### config.mk
export PLATFORM = sky130hd
export DESIGN_NAME = alu_seq
export DESIGN_NICKNAME = d
export VERILOG_FILES = /design/src/rtl/alu_pkg.sv /design/src/rtl/alu_mul_iter.sv /design/src/rtl/alu_seq.sv
export SDC_FILE = /design/constraint.sdc
export NUM_CORES = 1
export LEC_CHECK = 0
export BUFFER_PORTS_ARGS = -buffer_cell sky130_fd_sc_hd__clkbuf_2
export CAP_MARGIN = 10
export CORE_ASPECT_RATIO = 0.9
export CORE_MARGIN = 2
export CORE_UTILIZATION = 35
export DETAILED_ROUTE_END_ITERATION = 12
export PLACE_DENSITY = 0.62
export SETUP_SLACK_MARGIN = 0.15
export SYNTH_ARGS = -nofsm -noshare
export SYNTH_HDL_FRONTEND = slang
export SYNTH_SLANG_ARGS = --single-unit
### constraint.sdc
create_clock -name clk -period 7.1 [get_ports clk]
set_input_delay 1.42 -clock clk [delete_from_list [all_inputs] [get_ports clk]]
set_output_delay 1.42 -clock clk [all_outputs]
set_load 0.005 [all_outputs]
### src/rtl/alu_pkg.sv
// Shared types for the sequential ALU: opcode encoding, control states and
// the shift-amount width helper.
package alu_pkg;

   typedef enum logic [3:0] {
      OP_ADD  = 4'd0,
      OP_SUB  = 4'd1,
      OP_AND  = 4'd2,
      OP_OR   = 4'd3,
      OP_XOR  = 4'd4,
      OP_SLT  = 4'd5,
      OP_SLTU = 4'd6,
      OP_SLL  = 4'd7,
      OP_SRL  = 4'd8,
      OP_SRA  = 4'd9,
      OP_MUL  = 4'd10
   } alu_op_e;

   typedef enum logic [1:0] {
      IDLE = 2'd0,
      BUSY = 2'd1,
      DONE = 2'd2
   } alu_state_e;

   function automatic int SHAMT_W(input int width);
      return $clog2(width);
   endfunction

endpackage

### src/rtl/alu_mul_iter.sv
// Iterative shift-add multiplier returning the low DATA_WIDTH bits of the product.
// The first partial product is folded into the start cycle, so done rises DATA_WIDTH-1 edges later.
module alu_mul_iter #(
   parameter int DATA_WIDTH = 32
) (
   input  logic                  clk_i,
   input  logic                  rst_ni,
   input  logic                  start_i,
   input  logic [DATA_WIDTH-1:0] a_i,
   input  logic [DATA_WIDTH-1:0] b_i,
   output logic                  done_o,
   output logic [DATA_WIDTH-1:0] product_o
);

   localparam int CNT_W = $clog2(DATA_WIDTH) + 1;

   logic [CNT_W-1:0]      cnt_q;
   logic [DATA_WIDTH-1:0] mcand_q;
   logic [DATA_WIDTH-1:0] mplier_q;
   logic [DATA_WIDTH-1:0] acc_q;

   always_ff @(posedge clk_i or negedge rst_ni) begin
      if (!rst_ni) begin
         cnt_q <= '0;
      end else if (start_i) begin
         cnt_q <= CNT_W'(DATA_WIDTH - 1);
      end else if (cnt_q != '0) begin
         cnt_q <= cnt_q - CNT_W'(1);
      end
   end

   // Datapath needs no reset: it is only observed once the counter has run down.
   always_ff @(posedge clk_i) begin
      if (start_i) begin
         acc_q    <= b_i[0] ? a_i : '0;
         mcand_q  <= a_i << 1;
         mplier_q <= b_i >> 1;
      end else if (cnt_q != '0) begin
         acc_q    <= acc_q + (mplier_q[0] ? mcand_q : '0);
         mcand_q  <= mcand_q << 1;
         mplier_q <= mplier_q >> 1;
      end
   end

   assign done_o    = (cnt_q == '0);
   assign product_o = acc_q;

endmodule

### src/rtl/alu_seq.sv
// Registered, valid/ready handshaked ALU with an optional iterative multiplier.
// One result register stage; MUL parks the block in BUSY until the multiplier finishes.
module alu_seq
   import alu_pkg::*;
#(
   parameter int DATA_WIDTH    = 32,
   parameter int ALUCTRL_WIDTH = 4,
   parameter int MUL_EN        = 1
) (
   input  logic                     clk,
   input  logic                     rst_n,
   input  logic                     InValid,
   output logic                     InReady,
   input  logic [ALUCTRL_WIDTH-1:0] ALUCtrl,
   input  logic [DATA_WIDTH-1:0]    ALUOP1,
   input  logic [DATA_WIDTH-1:0]    ALUOP2,
   output logic                     OutValid,
   input  logic                     OutReady,
   output logic [DATA_WIDTH-1:0]    SUM,
   output logic                     EQ,
   output logic                     ZERO,
   output logic                     ILLEGAL
);

   localparam int SHW = SHAMT_W(DATA_WIDTH);

   alu_state_e            state_q;
   logic [DATA_WIDTH-1:0] sum_q;
   logic                  eq_q;
   logic                  zero_q;
   logic                  ill_q;

   logic [DATA_WIDTH-1:0]        res_d;
   logic                         ill_d;
   logic                         is_mul;
   logic                         accept;
   logic                         mul_done;
   logic [DATA_WIDTH-1:0]        mul_prod;
   logic [SHW-1:0]               shamt;
   logic signed [DATA_WIDTH-1:0] op1_s;
   logic signed [DATA_WIDTH-1:0] op2_s;

   assign op1_s = $signed(ALUOP1);
   assign op2_s = $signed(ALUOP2);
   assign shamt = ALUOP2[SHW-1:0];

   assign InReady = (state_q == IDLE) | ((state_q == DONE) & OutReady);
   assign accept  = InValid & InReady;

   always_comb begin
      res_d  = '0;
      ill_d  = 1'b0;
      is_mul = 1'b0;
      case (ALUCtrl)
         ALUCTRL_WIDTH'(OP_ADD):  res_d = ALUOP1 + ALUOP2;
         ALUCTRL_WIDTH'(OP_SUB):  res_d = ALUOP1 - ALUOP2;
         ALUCTRL_WIDTH'(OP_AND):  res_d = ALUOP1 & ALUOP2;
         ALUCTRL_WIDTH'(OP_OR):   res_d = ALUOP1 | ALUOP2;
         ALUCTRL_WIDTH'(OP_XOR):  res_d = ALUOP1 ^ ALUOP2;
         ALUCTRL_WIDTH'(OP_SLT):  res_d = DATA_WIDTH'(op1_s < op2_s);
         ALUCTRL_WIDTH'(OP_SLTU): res_d = DATA_WIDTH'(ALUOP1 < ALUOP2);
         ALUCTRL_WIDTH'(OP_SLL):  res_d = ALUOP1 << shamt;
         ALUCTRL_WIDTH'(OP_SRL):  res_d = ALUOP1 >> shamt;
         ALUCTRL_WIDTH'(OP_SRA):  res_d = $unsigned(op1_s >>> shamt);
         ALUCTRL_WIDTH'(OP_MUL): begin
            if (MUL_EN != 0) begin
               is_mul = 1'b1;
            end else begin
               ill_d = 1'b1;
            end
         end
         default: ill_d = 1'b1;
      endcase
   end

   generate
      if (MUL_EN != 0) begin : g_mul
         logic mul_start;
         assign mul_start = accept & is_mul;

         alu_mul_iter #(
            .DATA_WIDTH(DATA_WIDTH)
         ) u_mul (
            .clk_i    (clk),
            .rst_ni   (rst_n),
            .start_i  (mul_start),
            .a_i      (ALUOP1),
            .b_i      (ALUOP2),
            .done_o   (mul_done),
            .product_o(mul_prod)
         );
      end else begin : g_nomul
         assign mul_done = 1'b1;
         assign mul_prod = '0;
      end
   endgenerate

   // Result registers only load on accept or multiplier completion, so they hold under backpressure.
   always_ff @(posedge clk or negedge rst_n) begin
      if (!rst_n) begin
         state_q <= IDLE;
         sum_q   <= '0;
         eq_q    <= 1'b0;
         zero_q  <= 1'b0;
         ill_q   <= 1'b0;
      end else begin
         case (state_q)
            IDLE, DONE: begin
               if (accept) begin
                  eq_q <= (ALUOP1 == ALUOP2);
                  if (is_mul) begin
                     state_q <= BUSY;
                  end else begin
                     state_q <= DONE;
                     sum_q   <= res_d;
                     zero_q  <= (res_d == '0);
                     ill_q   <= ill_d;
                  end
               end else if ((state_q == DONE) && OutReady) begin
                  state_q <= IDLE;
               end
            end
            BUSY: begin
               if (mul_done) begin
                  state_q <= DONE;
                  sum_q   <= mul_prod;
                  zero_q  <= (mul_prod == '0);
                  ill_q   <= 1'b0;
               end
            end
            default: state_q <= IDLE;
         endcase
      end
   end

   assign OutValid = (state_q == DONE);
   assign SUM      = sum_q;
   assign EQ       = eq_q;
   assign ZERO     = zero_q;
   assign ILLEGAL  = ill_q;

endmodule

---- Word level (Yosys, flattened, before mapping) ----
Cells that the tools add are included.
Widths: inputs -> output; s select.
word-level totals
  word-level logic and storage cells ...... 86
  bits in registers ....................... 137
cells by class
  bitwise gates (word level) .............. 7
  reductions and logical operators ........ 14
  add/subtract/negate cells ............... 4
  mux-type cells .......................... 30
  equal/unequal tests ..................... 17
  shift-type cells ........................ 3
  $lt $le $gt $ge ......................... 2
operator list
  cell                number
  $pmux 32 s10        1
  $mux 32             9
  $add 32x32->32      2
  $logic_not 32->1    2
  $lt 32x32->1        2
  $pmux 32 s2         1
  $mux 31             2
  $and 32x32->32      1
  $eq 32x32->1        1
  $or 32x32->32       1
  $shl 32x5->32       1
  $shr 32x5->32       1
  $sshr 32x5->32      1
  $sub 32x32->32      1
  $xor 32x32->32      1
  $eq 4x3->1 const B  4
  $eq 4x4->1 const B  3
  $mux 6              2
  $reduce_or 11->1    1
  $eq 4x2->1 const B  2
  $mux 1              8
  $mux 2              4
  $logic_not 6->1     1
  $reduce_bool 6->1   1
  other kinds (18)    24

---- Longest topological paths before layout ----
  depth after elaboration ................. 6
  depth in mapped cells ................... 19
  depth with buffers taken out ............ 16

---- Hierarchy ----
Synthesis repeated with hierarchy kept, for this count alone.
second synthesis, totals
  cells, all modules ...................... 2205
  area, all modules ....................... 17899.7 um2
by module, submodules not included
  module        area an instance (um2)  cells an instance  times used  seq. area each (um2)
  alu_seq       11614.9                 1622               1           925.9
  alu_mul_iter  6284.8                  583                1           2972.9

---- Least setup slack after synthesis ----
OpenSTA, ideal clock, no wires.
  path kind ............................... input -> register
  from .................................... input port ALUOP2[3]
  to ...................................... register zero_q (netlist: ZERO)
  library setup time ...................... 0.065 ns
  slack ................................... 1.635 ns
  data required time ...................... 7.035 ns
  arrival time ............................ 5.400 ns
  cell stages on the path ................. 17
  path through ............................ inv_1 -> clkbuf_1 -> clkbuf_1 -> clkbuf_1 -> ha_1 -> nor2b_1 -> a2111oi_2 -> o22a_1 -> a41oi_1 -> a32o_1 -> a221o_1 -> a21oi_1 -> nand3_1 -> or4_1 -> nor4_1 -> nand2_1 -> nand2_1
between the ends
  cells in the longest elaborated chain, start to end .. 6
  elaborated cells on any way between the ends .. 15
RTL lines
  item                                          RTL line        RTL
  start, declared                               alu_seq.sv:16   input logic [DATA_WIDTH-1:0] ALUOP2,
  $sub 32x32->32, or another cell as far along  alu_seq.sv:56   ALUCTRL_WIDTH'(OP_SUB): res_d = ALUOP1 - ALUOP2;
  $pmux 32 s10 *                                alu_seq.sv:54   case (ALUCtrl)
  $logic_not 32->1 *                            alu_seq.sv:116  zero_q <= (res_d == '0);
  $mux 1 *                                      alu_seq.sv:111  if (is_mul) begin
  $mux 1 *                                      alu_seq.sv:109  if (accept) begin
  $pmux 1 s2 *                                  alu_seq.sv:107  case (state_q)
  end signal, assigned                          alu_seq.sv:116
  end signal, assigned                          alu_seq.sv:127  zero_q <= (mul_prod == '0);
  end, declared                                 alu_seq.sv:30   logic zero_q;
Mark *: on every way between the ends. The rest lies on a longest branch, timed or not. The select of a mux whose other input is x is not followed.
A chain may end at the register's enable or synchronous reset.

---- Worst setup path in the final report ----
  from .................................... input port ALUOP2[1]
  to ...................................... register zero_q (netlist: ZERO)
Same word-level chain as after synthesis.

==> metrics.csv <==
metric;value;unit
status;finished, final reports clean;
tightest_slew;1.130;ns
fp.dieW;238.0;um
period_needed;5.865;ns
cts_buffers;17;
critPathCaptureType;flip-flop;
hold_buffers;0;
synth_top_cell_by_area;edfxtp_1;
ir_drop;0.1822;mV
die_area;51060;um2
cts-resized-gates;0;
routedWlPerCell;29.65;um
grt_max_degree;77;
root_buffer;clkbuf_16;
tns;0;ns
critical_path_arrival;6.29;ns
required;7.52;ns
antenna_found_initial;7;
p_per_area;252.0;nW/um2
cts.clk_slew.worst_paths;0.06;ns
slew_violations;0;
synth_area_leaders;edfxtp_1, ha_1, o21ai_0, dfrtp_1, nand2_1;
fin_util;38.64;%
num_vias;18770;
syn_nets;2398;
synth_ff_type;edfxtp_1;
cts_max_level;4;
clk_path_buf_depth;2;
worstSetupPathType;in -> reg;
fillerInstances;5072;
dr.first_iter.drc_count;2724;
grt_overflow_total;0;
core;48850;um2
ys_types;91;
routed_wl;84.34;mm
antenna_left;0;
max_cap_viol_count;0;
clk_latency;0.49;ns
syn_inst;2191;
postCtsSetupBuffers;0;
layout.nets;2406;
clock_skew;0.01308;ns
layout-drive-gt1-share;13.74;%
clock-sinks;137;
min_path_type;reg -> reg;
cp_max_fo;35;
first_pass_iters;6;
cts_tree;done;
ys_seq_area_share;22.61;%
portBuffers;108;
setup_viol;0;
fmax;170.5;MHz
leakage;8.054;nW
synth_top_area_share;16.37;%
slew_headroom;24.02;%
synth-edff-count;94;
initial_core_util;35.30;%
dp_hpwl;64.50;mm
async_flop_share;31.39;%
grt_pass1_vias;17520;
num_antenna_cells;0;
yosysWarnings;0;
finalCritPeriodShare;82.61;%
drc;0;
track_usage;32.46;%
synth.avg_cell_area;7.870;um2
ys_ff_latch;137;
synth.most_common_cell;nand2_1;
netlist_area;17240;um2
grt_pass1_wl;122.0;mm
place_congestion;1.072;
die_h;214.6;um
finalPower;4.757;mW
rows;77;
pin_count;109;
vias_per_cell;6.600;
rsz0062_at_grt;false;
hold_violations;0;
synthTopCellsByCount;nand2_1, o21ai_0, nor2_1, a21oi_1, ha_1;
syn_to_final_growth;9.447;%
startpoint_type;input port;
[worst paths after layout]
check / slack, ns / depth (start not counted) / endpoint / startpoint
max: 1.24 / 15 / ZERO / ALUOP2[1]
min: 0.48 / 2 / SUM[14] / SUM[14]
max reg2reg: 2.46 / 15 / g_mul.u_mul.product_o[24] / g_mul.u_mul.mplier_q[0]
min reg2reg: 0.48 / 2 / SUM[14] / SUM[14]
max in group asynchronous: 5.67 / 2 / SUM[26] / rst_n
min in group asynchronous: 1.01 / 2 / g_mul.u_mul.cnt_q[5] / rst_n
[flip-flops by register name (all words and copies together), names as in the netlist]
signal                 flops
g_mul.u_mul.mcand_q       31
SUM                       32
g_mul.u_mul.product_o     32
g_mul.u_mul.mplier_q      31
EQ                         1
ZERO                       1
ILLEGAL                    1
state_q                    2
g_mul.u_mul.cnt_q          6
[power by group]
part | internal, mW | switching, mW | total (mW)
clock | 0.485 | 0.417 | 0.903
sequential | 1.32 | 0.276 | 1.59
combinational | 0.850 | 1.41 | 2.26
[final cells by class]
type / count / area (um2) / share of cell area, %
inverter: 117 / 439.2 / 2.327
tap: 632 / 790.8 / 4.190
timing repair buffer: 156 / 933.4 / 4.946
clock buffer: 17 / 425.4 / 2.254
sequential: 137 / 3899 / 20.66
clock inverter: 15 / 141.4 / 0.7491
multi-input combinational: 1770 / 12240 / 64.88
[cells in the final DEF, fill, tap and decap left out, types with 21 or more instances in the layout]
| master | Yosys | routed |
|---|---|---|
| nand2_1 | 255 | 254 |
| o21ai_0 | 228 | 228 |
| nor2_1 | 146 | 145 |
| a21oi_1 | 139 | 139 |
| ha_1 | 132 | 132 |
| inv_1 | 116 | 116 |
| clkbuf_2 | 1 | 105 |
| edfxtp_1 | 94 | 94 |
| nand3_1 | 67 | 66 |
| mux2i_1 | 63 | 63 |
| nor3_1 | 50 | 50 |
| buf_4 | 11 | 49 |
| dfrtp_1 | 43 | 43 |
| mux2_2 | 42 | 42 |
| and2_1 | 40 | 40 |
| a211oi_1 | 39 | 39 |
| o211ai_1 | 38 | 38 |
| mux4_2 | 34 | 34 |
| a21o_1 | 33 | 33 |
| o22ai_1 | 26 | 26 |
| nor2b_1 | 25 | 25 |
| nand2b_1 | 25 | 24 |
| o31ai_1 | 24 | 24 |
| xnor2_1 | 23 | 23 |
| nor4_1 | 23 | 23 |
| a31oi_1 | 21 | 21 |
[through the flow]
| step | worst slack (ns) | hold WS (ns) | area [um2] | std cells |
|---|---|---|---|---|
| 3_3_place_gp | 1.012 | 0.4617 | 18310 | 2812 |
| 5_1_grt | 1.150 | 0.5132 | 18870 | 2844 |
| 2_1_floorplan | 1.635 | 0.4711 | 17240 | 2191 |
| 4_1_cts | 1.504 | 0.4828 | 18870 | 2844 |
| 3_5_place_dp | 1.009 | 0.4683 | 18310 | 2812 |
| 6_report | 1.235 | 0.4785 | 18870 | 2844 |
[worst max-delay path: stages]
cell and delay (ns):
buf_4 0.44, inv_2 0.34, ha_1 0.43, a211oi_1 0.46
o21ai_0 0.27, and4_1 0.34, or2_2 0.31, a31oi_1 0.21
o221ai_1 0.15, a21boi_0 0.90, nand2_1 0.11, or4_1 0.43
nor4_1 0.28, nand2_1 0.10, nand2_1 0.07
[metal layers]
layer / track usage, % / share of wire, % / vias to the layer above
met5: 0.5682 / 0.079 / -
met4: 11.92 / 3.7 / 6
met3: 9.990 / 13 / 192
met2: 45.93 / 41 / 1315
met1: 46.01 / 43 / 9098
li1: - / - / 8160
[cell families after synthesis]
kind of cell	Yosys count	synth area share, %
xor+xnor	35	1.778
compound gates	736	27.62
mux	142	11.21
fa+ha+maj	135	9.926
buf+inv	284	6.704
simple gates	722	20.16
flops	137	22.61
Note: power is estimated with default switching activity, not from simulation.
